## config.mk

```make
export PLATFORM = sky130hd
export DESIGN_NAME = ex_stage_flat
export DESIGN_NICKNAME = d
export VERILOG_FILES = /design/src/rtl/ex_stage_if.sv /design/src/rtl/ex_stage.sv /design/src/flat_wrapper.sv
export SDC_FILE = /design/constraint.sdc
export NUM_CORES = 2
export LEC_CHECK = 0
export ABC_AREA = 1
export BUFFER_PORTS_ARGS = -buffer_cell sky130_fd_sc_hd__buf_4
export CAP_MARGIN = 20
export CORE_ASPECT_RATIO = 0.6
export CORE_MARGIN = 2
export CORE_UTILIZATION = 36
export CTS_CLUSTER_DIAMETER = 150
export DETAILED_ROUTE_END_ITERATION = 16
export PLACE_DENSITY = 0.57
export RECOVER_POWER = 25
export SYNTH_ARGS = -nofsm -noshare
export SYNTH_HDL_FRONTEND = slang
export SYNTH_SLANG_ARGS = --single-unit
```

## constraint.sdc

```tcl
create_clock -name clk -period 8.9 [get_ports clk]
set_clock_uncertainty 0.15 [all_clocks]
set_input_delay 0.445 -clock clk [delete_from_list [all_inputs] [get_ports clk]]
set_output_delay 0.445 -clock clk [all_outputs]
set_load 0.05 [all_outputs]
```

## src/rtl/ex_stage_if.sv

```systemverilog
// ex_stage_if
//   Bundle between the decode side, the write-back side and the EX/MEM
//   register of the execute stage.
//   - stall / flush    : EX/MEM update control
//   - id_*             : registered ID/EX instruction bundle
//   - wb_*             : MEM/WB write-back port, used for forwarding
//   - ex_*             : EX/MEM register contents
//   modport master : producer of id_*/wb_*/stall/flush, observer of ex_*
//   modport slave  : the execute stage itself
interface ex_stage_if #(
    parameter int XLEN = 64,
    parameter int RA_W = 5
);
    logic            stall;
    logic            flush;
    logic            id_valid;
    logic [XLEN-1:0] id_pc;
    logic [XLEN-1:0] id_rdata1;
    logic [XLEN-1:0] id_rdata2;
    logic [XLEN-1:0] id_imm;
    logic [RA_W-1:0] id_rs1;
    logic [RA_W-1:0] id_rs2;
    logic [RA_W-1:0] id_rd;
    logic [3:0]      id_funct;
    logic [1:0]      id_aluop;
    logic            id_branch;
    logic            id_memread;
    logic            id_memtoreg;
    logic            id_memwrite;
    logic            id_regwrite;
    logic            id_alusrc;
    logic            wb_regwrite;
    logic [RA_W-1:0] wb_rd;
    logic [XLEN-1:0] wb_data;
    logic            ex_valid;
    logic [XLEN-1:0] ex_alu;
    logic [XLEN-1:0] ex_wdata;
    logic [RA_W-1:0] ex_rd;
    logic            ex_memread;
    logic            ex_memtoreg;
    logic            ex_memwrite;
    logic            ex_regwrite;
    logic            ex_br_taken;
    logic [XLEN-1:0] ex_br_target;

    modport master (
        output stall, flush, id_valid, id_pc, id_rdata1, id_rdata2, id_imm,
               id_rs1, id_rs2, id_rd, id_funct, id_aluop, id_branch,
               id_memread, id_memtoreg, id_memwrite, id_regwrite, id_alusrc,
               wb_regwrite, wb_rd, wb_data,
        input  ex_valid, ex_alu, ex_wdata, ex_rd, ex_memread, ex_memtoreg,
               ex_memwrite, ex_regwrite, ex_br_taken, ex_br_target
    );

    modport slave (
        input  stall, flush, id_valid, id_pc, id_rdata1, id_rdata2, id_imm,
               id_rs1, id_rs2, id_rd, id_funct, id_aluop, id_branch,
               id_memread, id_memtoreg, id_memwrite, id_regwrite, id_alusrc,
               wb_regwrite, wb_rd, wb_data,
        output ex_valid, ex_alu, ex_wdata, ex_rd, ex_memread, ex_memtoreg,
               ex_memwrite, ex_regwrite, ex_br_taken, ex_br_target
    );
endinterface

```

## src/rtl/ex_stage.sv

```systemverilog
// ex_stage
//   Execute stage of the RV64 5-stage core plus its EX/MEM register.
//   Forwards rs1/rs2 from EX/MEM (priority) or MEM/WB, runs the ALU,
//   resolves branches and registers everything into EX/MEM.
//   Ports:
//     clk   : clock, rising edge
//     reset : synchronous, active-high; clears all EX/MEM state
//     bus   : ex_stage_if.slave (ID/EX bundle, MEM/WB port, EX/MEM outputs)
//   EX/MEM update priority per edge: reset > flush > stall > load.
module ex_stage #(
    parameter int XLEN = 64,
    parameter int RA_W = 5
) (
    input  logic       clk,
    input  logic       reset,
    ex_stage_if.slave  bus
);
    localparam int SH_W = $clog2(XLEN);

    logic            ex_valid_reg;
    logic [XLEN-1:0] ex_alu_reg;
    logic [XLEN-1:0] ex_wdata_reg;
    logic [RA_W-1:0] ex_rd_reg;
    logic            ex_memread_reg;
    logic            ex_memtoreg_reg;
    logic            ex_memwrite_reg;
    logic            ex_regwrite_reg;
    logic            ex_br_taken_reg;
    logic [XLEN-1:0] ex_br_target_reg;

    // A load in EX/MEM has no data yet, so it is never a forwarding source.
    logic ex_fwd_ok;
    logic wb_fwd_ok;
    assign ex_fwd_ok = ex_valid_reg & ex_regwrite_reg & ~ex_memread_reg
                     & (ex_rd_reg != '0);
    assign wb_fwd_ok = bus.wb_regwrite & (bus.wb_rd != '0);

    // Index 0 = rs1 (operand A), index 1 = rs2 (store data / operand B).
    logic [RA_W-1:0] src_addr [2];
    logic [XLEN-1:0] src_data [2];
    logic [XLEN-1:0] fwd_val  [2];

    assign src_addr[0] = bus.id_rs1;
    assign src_addr[1] = bus.id_rs2;
    assign src_data[0] = bus.id_rdata1;
    assign src_data[1] = bus.id_rdata2;

    genvar gi;
    generate
        for (gi = 0; gi < 2; gi++) begin : g_fwd
            always_comb begin
                fwd_val[gi] = src_data[gi];
                if (ex_fwd_ok && (ex_rd_reg == src_addr[gi])) begin
                    fwd_val[gi] = ex_alu_reg;
                end else if (wb_fwd_ok && (bus.wb_rd == src_addr[gi])) begin
                    fwd_val[gi] = bus.wb_data;
                end
            end
        end
    endgenerate

    logic [XLEN-1:0] op_a;
    logic [XLEN-1:0] op_b;
    logic [SH_W-1:0] shamt;
    logic [XLEN-1:0] alu_next;
    logic            cond_next;
    logic [XLEN-1:0] target_next;

    assign op_a        = fwd_val[0];
    assign op_b        = bus.id_alusrc ? bus.id_imm : fwd_val[1];
    assign shamt       = op_b[SH_W-1:0];
    assign target_next = bus.id_pc + bus.id_imm;

    always_comb begin
        alu_next = op_a + op_b;
        unique case (bus.id_aluop)
            2'b01: alu_next = op_a - op_b;
            2'b10: begin
                case (bus.id_funct)
                    4'b1000: alu_next = op_a - op_b;
                    4'b0111: alu_next = op_a & op_b;
                    4'b0110: alu_next = op_a | op_b;
                    4'b0100: alu_next = op_a ^ op_b;
                    4'b0001: alu_next = op_a << shamt;
                    4'b0101: alu_next = op_a >> shamt;
                    4'b1101: alu_next = $unsigned($signed(op_a) >>> shamt);
                    default: alu_next = op_a + op_b;
                endcase
            end
            default: alu_next = op_a + op_b;
        endcase
    end

    always_comb begin
        cond_next = 1'b0;
        case (bus.id_funct[2:0])
            3'b000:  cond_next = (op_a == op_b);
            3'b001:  cond_next = (op_a != op_b);
            3'b100:  cond_next = ($signed(op_a) <  $signed(op_b));
            3'b101:  cond_next = ($signed(op_a) >= $signed(op_b));
            3'b110:  cond_next = (op_a <  op_b);
            3'b111:  cond_next = (op_a >= op_b);
            default: cond_next = 1'b0;
        endcase
    end

    // A load of an invalid ID/EX bundle is indistinguishable from a flush.
    always_ff @(posedge clk) begin
        if (reset || bus.flush || (!bus.stall && !bus.id_valid)) begin
            ex_valid_reg     <= 1'b0;
            ex_alu_reg       <= '0;
            ex_wdata_reg     <= '0;
            ex_rd_reg        <= '0;
            ex_memread_reg   <= 1'b0;
            ex_memtoreg_reg  <= 1'b0;
            ex_memwrite_reg  <= 1'b0;
            ex_regwrite_reg  <= 1'b0;
            ex_br_taken_reg  <= 1'b0;
            ex_br_target_reg <= '0;
        end else if (!bus.stall) begin
            ex_valid_reg     <= 1'b1;
            ex_alu_reg       <= alu_next;
            ex_wdata_reg     <= fwd_val[1];
            ex_rd_reg        <= bus.id_rd;
            ex_memread_reg   <= bus.id_memread;
            ex_memtoreg_reg  <= bus.id_memtoreg;
            ex_memwrite_reg  <= bus.id_memwrite;
            ex_regwrite_reg  <= bus.id_regwrite;
            ex_br_taken_reg  <= bus.id_branch & (bus.id_aluop == 2'b01) & cond_next;
            ex_br_target_reg <= target_next;
        end
    end

    assign bus.ex_valid     = ex_valid_reg;
    assign bus.ex_alu       = ex_alu_reg;
    assign bus.ex_wdata     = ex_wdata_reg;
    assign bus.ex_rd        = ex_rd_reg;
    assign bus.ex_memread   = ex_memread_reg;
    assign bus.ex_memtoreg  = ex_memtoreg_reg;
    assign bus.ex_memwrite  = ex_memwrite_reg;
    assign bus.ex_regwrite  = ex_regwrite_reg;
    assign bus.ex_br_taken  = ex_br_taken_reg;
    assign bus.ex_br_target = ex_br_target_reg;
endmodule

```

## src/flat_wrapper.sv

```systemverilog
// flat-port wrapper written by rule: the top's interface ports become plain ports
module ex_stage_flat 
#(
    parameter int XLEN = 64,
    parameter int RA_W = 5
)
  (clk, reset, bus_stall, bus_flush, bus_id_valid, bus_id_pc, bus_id_rdata1, bus_id_rdata2, bus_id_imm, bus_id_rs1, bus_id_rs2, bus_id_rd, bus_id_funct, bus_id_aluop, bus_id_branch, bus_id_memread, bus_id_memtoreg, bus_id_memwrite, bus_id_regwrite, bus_id_alusrc, bus_wb_regwrite, bus_wb_rd, bus_wb_data, bus_ex_valid, bus_ex_alu, bus_ex_wdata, bus_ex_rd, bus_ex_memread, bus_ex_memtoreg, bus_ex_memwrite, bus_ex_regwrite, bus_ex_br_taken, bus_ex_br_target);
  ex_stage_if #(.XLEN(XLEN), .RA_W(RA_W)) bus_i ();
  input  logic clk;
  input  logic reset;
  input wire logic [$bits(bus_i.stall)-1:0] bus_stall;
  input wire logic [$bits(bus_i.flush)-1:0] bus_flush;
  input wire logic [$bits(bus_i.id_valid)-1:0] bus_id_valid;
  input wire logic [$bits(bus_i.id_pc)-1:0] bus_id_pc;
  input wire logic [$bits(bus_i.id_rdata1)-1:0] bus_id_rdata1;
  input wire logic [$bits(bus_i.id_rdata2)-1:0] bus_id_rdata2;
  input wire logic [$bits(bus_i.id_imm)-1:0] bus_id_imm;
  input wire logic [$bits(bus_i.id_rs1)-1:0] bus_id_rs1;
  input wire logic [$bits(bus_i.id_rs2)-1:0] bus_id_rs2;
  input wire logic [$bits(bus_i.id_rd)-1:0] bus_id_rd;
  input wire logic [$bits(bus_i.id_funct)-1:0] bus_id_funct;
  input wire logic [$bits(bus_i.id_aluop)-1:0] bus_id_aluop;
  input wire logic [$bits(bus_i.id_branch)-1:0] bus_id_branch;
  input wire logic [$bits(bus_i.id_memread)-1:0] bus_id_memread;
  input wire logic [$bits(bus_i.id_memtoreg)-1:0] bus_id_memtoreg;
  input wire logic [$bits(bus_i.id_memwrite)-1:0] bus_id_memwrite;
  input wire logic [$bits(bus_i.id_regwrite)-1:0] bus_id_regwrite;
  input wire logic [$bits(bus_i.id_alusrc)-1:0] bus_id_alusrc;
  input wire logic [$bits(bus_i.wb_regwrite)-1:0] bus_wb_regwrite;
  input wire logic [$bits(bus_i.wb_rd)-1:0] bus_wb_rd;
  input wire logic [$bits(bus_i.wb_data)-1:0] bus_wb_data;
  output wire logic [$bits(bus_i.ex_valid)-1:0] bus_ex_valid;
  output wire logic [$bits(bus_i.ex_alu)-1:0] bus_ex_alu;
  output wire logic [$bits(bus_i.ex_wdata)-1:0] bus_ex_wdata;
  output wire logic [$bits(bus_i.ex_rd)-1:0] bus_ex_rd;
  output wire logic [$bits(bus_i.ex_memread)-1:0] bus_ex_memread;
  output wire logic [$bits(bus_i.ex_memtoreg)-1:0] bus_ex_memtoreg;
  output wire logic [$bits(bus_i.ex_memwrite)-1:0] bus_ex_memwrite;
  output wire logic [$bits(bus_i.ex_regwrite)-1:0] bus_ex_regwrite;
  output wire logic [$bits(bus_i.ex_br_taken)-1:0] bus_ex_br_taken;
  output wire logic [$bits(bus_i.ex_br_target)-1:0] bus_ex_br_target;
  assign bus_i.stall = bus_stall;
  assign bus_i.flush = bus_flush;
  assign bus_i.id_valid = bus_id_valid;
  assign bus_i.id_pc = bus_id_pc;
  assign bus_i.id_rdata1 = bus_id_rdata1;
  assign bus_i.id_rdata2 = bus_id_rdata2;
  assign bus_i.id_imm = bus_id_imm;
  assign bus_i.id_rs1 = bus_id_rs1;
  assign bus_i.id_rs2 = bus_id_rs2;
  assign bus_i.id_rd = bus_id_rd;
  assign bus_i.id_funct = bus_id_funct;
  assign bus_i.id_aluop = bus_id_aluop;
  assign bus_i.id_branch = bus_id_branch;
  assign bus_i.id_memread = bus_id_memread;
  assign bus_i.id_memtoreg = bus_id_memtoreg;
  assign bus_i.id_memwrite = bus_id_memwrite;
  assign bus_i.id_regwrite = bus_id_regwrite;
  assign bus_i.id_alusrc = bus_id_alusrc;
  assign bus_i.wb_regwrite = bus_wb_regwrite;
  assign bus_i.wb_rd = bus_wb_rd;
  assign bus_i.wb_data = bus_wb_data;
  assign bus_ex_valid = bus_i.ex_valid;
  assign bus_ex_alu = bus_i.ex_alu;
  assign bus_ex_wdata = bus_i.ex_wdata;
  assign bus_ex_rd = bus_i.ex_rd;
  assign bus_ex_memread = bus_i.ex_memread;
  assign bus_ex_memtoreg = bus_i.ex_memtoreg;
  assign bus_ex_memwrite = bus_i.ex_memwrite;
  assign bus_ex_regwrite = bus_i.ex_regwrite;
  assign bus_ex_br_taken = bus_i.ex_br_taken;
  assign bus_ex_br_target = bus_i.ex_br_target;
  ex_stage #(.XLEN(XLEN), .RA_W(RA_W)) u_core (.clk(clk), .reset(reset), .bus(bus_i));
endmodule
```

==> impl_summary.txt <==
----------------------------------------------------
[Clock network]
  H-tree depth ... 1
  Sinks on the clock net ... between 200 and 250
  Clock slew at reported path FFs ... 0.07 ns
  Cts bufs inserted ... 25
  Post-CTS Resized ... 0
  Bufs on Longest Clock Path ... 3
  Clock Tree Root ... sky130_fd_sc_hd__clkbuf_16
  CTS tree ... built
  Setup bufs post-CTS ... 0
  Clock latency of the later-clocked register in the worst-skew pair ... 0.63 ns
  Hold-fix buffers, CTS ... 10

[Detailed routing]
  First DRT Iteration DRCs ... just under 10000
  Remaining design rule violation count ... 0
  Via density per instance ... 6.02
  Number of vias after detailed routing ... 54400
  Count of antenna-violating nets left after detailed routing ... 0
  First-pass DRT Iterations ... 9
  Post-Route WL ... 266000 um
  Routed WL per cell ... about 29 um

[Yosys]
  Net count after synthesis ... 7920
  Number of synthesized flops with an enable pin ... 0
  Post-synthesis instance total ... 7301
  Number of warning messages in the yosys log ... 0
  Share of cell area taken by muxes after synthesis ... 0%
  Main synth FF type ... sky130_fd_sc_hd__dfxtp_1
  Synth unique cells ... 60
  Part of the Yosys area used for sequential elements ... a little over a tenth
  Fraction of the mapped netlist area in simple logic gates ... 41.6%
  Number of register bits inferred by synthesis ... 203
  Adder and majority gate portion of the synthesized area ... 8.49%
  Asr flop ratio synth ... 0%
  Xor/xnor share of the synthesized area ... 3.46%
  Synthesized area divided by synthesized cell count ... 5.30 um2
  Largest family of logic cells by synthesized area ... simple AND/OR/NAND/NOR gates
  Compound-gate portion of the synthesized area ... between 20% and 30%
  Netlist Area Pre-Place ... 38700 um2

[Layout]
  Nets@finish ... just over 8000
  Number of filler instances in the final layout ... 12300
  Share of layout cells above drive strength 1 ... a little under a tenth
  Top library cells by usage in the layout, fill and taps aside ... sky130_fd_sc_hd__nand2_1, sky130_fd_sc_hd__nand3_1, sky130_fd_sc_hd__inv_1
  Total area of sequential cells ... around 4100 um2
  Combined area of the multi-input logic cells ... 28900 um2
  Most frequent standard cell in the layout excluding fill and tap cells ... sky130_fd_sc_hd__nand2_1
  Area grow syn2layout ... 14.0%

[Power and ir drop]
  Highest ir drop seen on vdd ... just under 0.0002 V
  Design Power ... 5900 uW
  PD cells ... 134 nW/um2
  Leakage Power ... around 0.023 uW

[Setup path]
  CP max stage cell ... sky130_fd_sc_hd__o21bai_1
  Crit path top cell by count ... sky130_fd_sc_hd__nand2_1
  Worst path required time ... 9.26 ns
  Data arrival time of the worst path ... around 7.7 ns
  Kind of capture point of the worst setup path ... register
  Critical Setup Path Class ... register to register
  Critical path's largest stage delay ... 0.82 ns
  Category of the worst setup path launch point ... register
  Largest fanout on the critical path ... 50

[Die]
  Height of the die ... approximately 260 um
  Standard-cell rows ... 93
  Total I/O pin count ... 561
  Initial core utilization ... around 36%
  Die outline area ... 110000 um2
  Area inside the core boundary ... 107000 um2
  Die boundary width ... 427 um

[Global routing]
  Pin count of the biggest net entering global routing ... 151
  First-pass GRT wire length ... between 300000 and 400000 um
  GR Util All Layers ... between 40% and 50%
  Via count of the first global-routing pass ... approximately 47000
  Sum of overflow across all layers after global routing ... 0
  Initial antenna violation count ... 23

[Timing]
  Setup TNS after final layout ... 0 ns
  Unrepaired setup endpoints after global routing ... false
  Hold Vio Cnt, Final ... 0
  Worst max-slew margin expressed relative to the limit ... between 10% and 20%
  Max-slew violation count ... 0
  Final setup fails ... 0
  Achievable clock frequency ... 137 MHz
  Worst-margin pin slew ... between 1 and 1.5 ns
  Period Utilization, post-route ... 81.9%
  Fin crit period ... ~7.3 ns

[Placed design]
  Routability congestion estimate ... approximately 1.2
  Placed wire-length estimate ... 218000 um
  Port Buffers ... 560

[Run status]
  Outcome ... complete, no violations

[Job]
  Max-cap viol count ... 0

[Hold path]
  Classification of the worst-slack hold path ... input pin to register

----------------------------------------------------
## per-stage QoR
step / area (um2) / cells / utilization, % / hold WS, ns / setup WS (ns)
after global routing: 44100 / 9017 / 41.3 / 0.135 / 1.37
after floorplan: 38700 / 7301 / - / 0.440 / 4.10
after detailed placement: 43600 / 8957 / 40.7 / 0.311 / 1.75
after CTS: 44500 / 9012 / 41.6 / 0.0732 / 1.99
after global placement: 43500 / 8955 / 40.7 / 0.303 / 1.14
final: 44200 / 9028 / 41.3 / 0.0956 / 1.61
## synth_stat cells, types with 27 or more instances
cell,number,area [um2]
sky130_fd_sc_hd__a21oi_1,558,2790
sky130_fd_sc_hd__a31oi_1,88,551
sky130_fd_sc_hd__buf_1,33,124
sky130_fd_sc_hd__buf_2,141,706
sky130_fd_sc_hd__clkbuf_1,199,747
sky130_fd_sc_hd__dfxtp_1,203,4060
sky130_fd_sc_hd__ha_1,258,3230
sky130_fd_sc_hd__inv_1,1049,3940
sky130_fd_sc_hd__nand2_1,1808,6790
sky130_fd_sc_hd__nand3_1,1101,5510
sky130_fd_sc_hd__nand4_1,50,313
sky130_fd_sc_hd__nor2_1,687,2580
sky130_fd_sc_hd__nor3_1,35,175
sky130_fd_sc_hd__o211ai_1,48,360
sky130_fd_sc_hd__o21ai_0,464,2320
sky130_fd_sc_hd__o21ai_1,67,335
sky130_fd_sc_hd__o22ai_1,47,294
sky130_fd_sc_hd__xnor2_1,27,236
sky130_fd_sc_hd__xor2_1,126,1100
## logic make-up (layout without fill, tap and decap cells)
family	Yosys count	count (layout)
and+or+nand+nor	3779	3779
adders and majority gates	261	261
other	0	14
AOI/OAI and AO/OA	1432	1432
DFF	203	203
xor gates and xnor gates	153	153
buffers and inverters	1473	1761
## cell type report
cell class,count,share of cell area [%]
Multi-Input combinational cell,5625,65.4
Timing Repair Buffer,650,10.3
Sequential cell,203,9.20
Inverter,1066,9.11
Tap cell,1425,4.04
Clock buffer,33,1.58
Clock inverter,12,0.300
Antenna cell,14,0.0793
## metal layers
| layer | global-route usage (%) | routed length (um) | vias to the layer above |
|---|---|---|---|
| li1 | - | - | 24400 |
| met1 | 63.4 | 111000 | 25500 |
| met2 | 61.0 | 101000 | 4038 |
| met3 | 19.4 | 40900 | 463 |
| met4 | 16.1 | 11500 | 16 |
| met5 | 2.82 | 685 | - |
## final timing paths
| path | startpoint | end | slack [ns] | cells past startpoint |
|---|---|---|---|---|
| setup / recovery | u_core.bus.ex_rd[0] | u_core.bus.ex_alu[33] | 1.61 | 32 |
| hold / removal | bus_id_pc[0] | u_core.bus.ex_br_target[0] | 0.1 | 4 |
| setup reg to reg | u_core.bus.ex_rd[0] | u_core.bus.ex_alu[33] | 1.61 | 32 |
| hold reg to reg | u_core.bus.ex_memtoreg | u_core.bus.ex_memtoreg | 0.32 | 2 |
## critical path, delay by kind of cell (launching register included)
kind | cells | cell delay (ns)
flip-flops | 1 | 0.45
buffers and inverters | 3 | 1.19
XOR/XNOR | 2 | 0.58
AO/OA/AOI/OAI | 4 | 1.38
adder cells (fa/ha/maj) | 1 | 0.43
AND/OR/NAND/NOR | 22 | 2.93
## power breakdown
group	switching (uW)	internal (uW)
Clock	543	613
Combinational	2790	968
Sequential	41.6	947
Total	3370	2530
(Power assumes the default switching activity.)
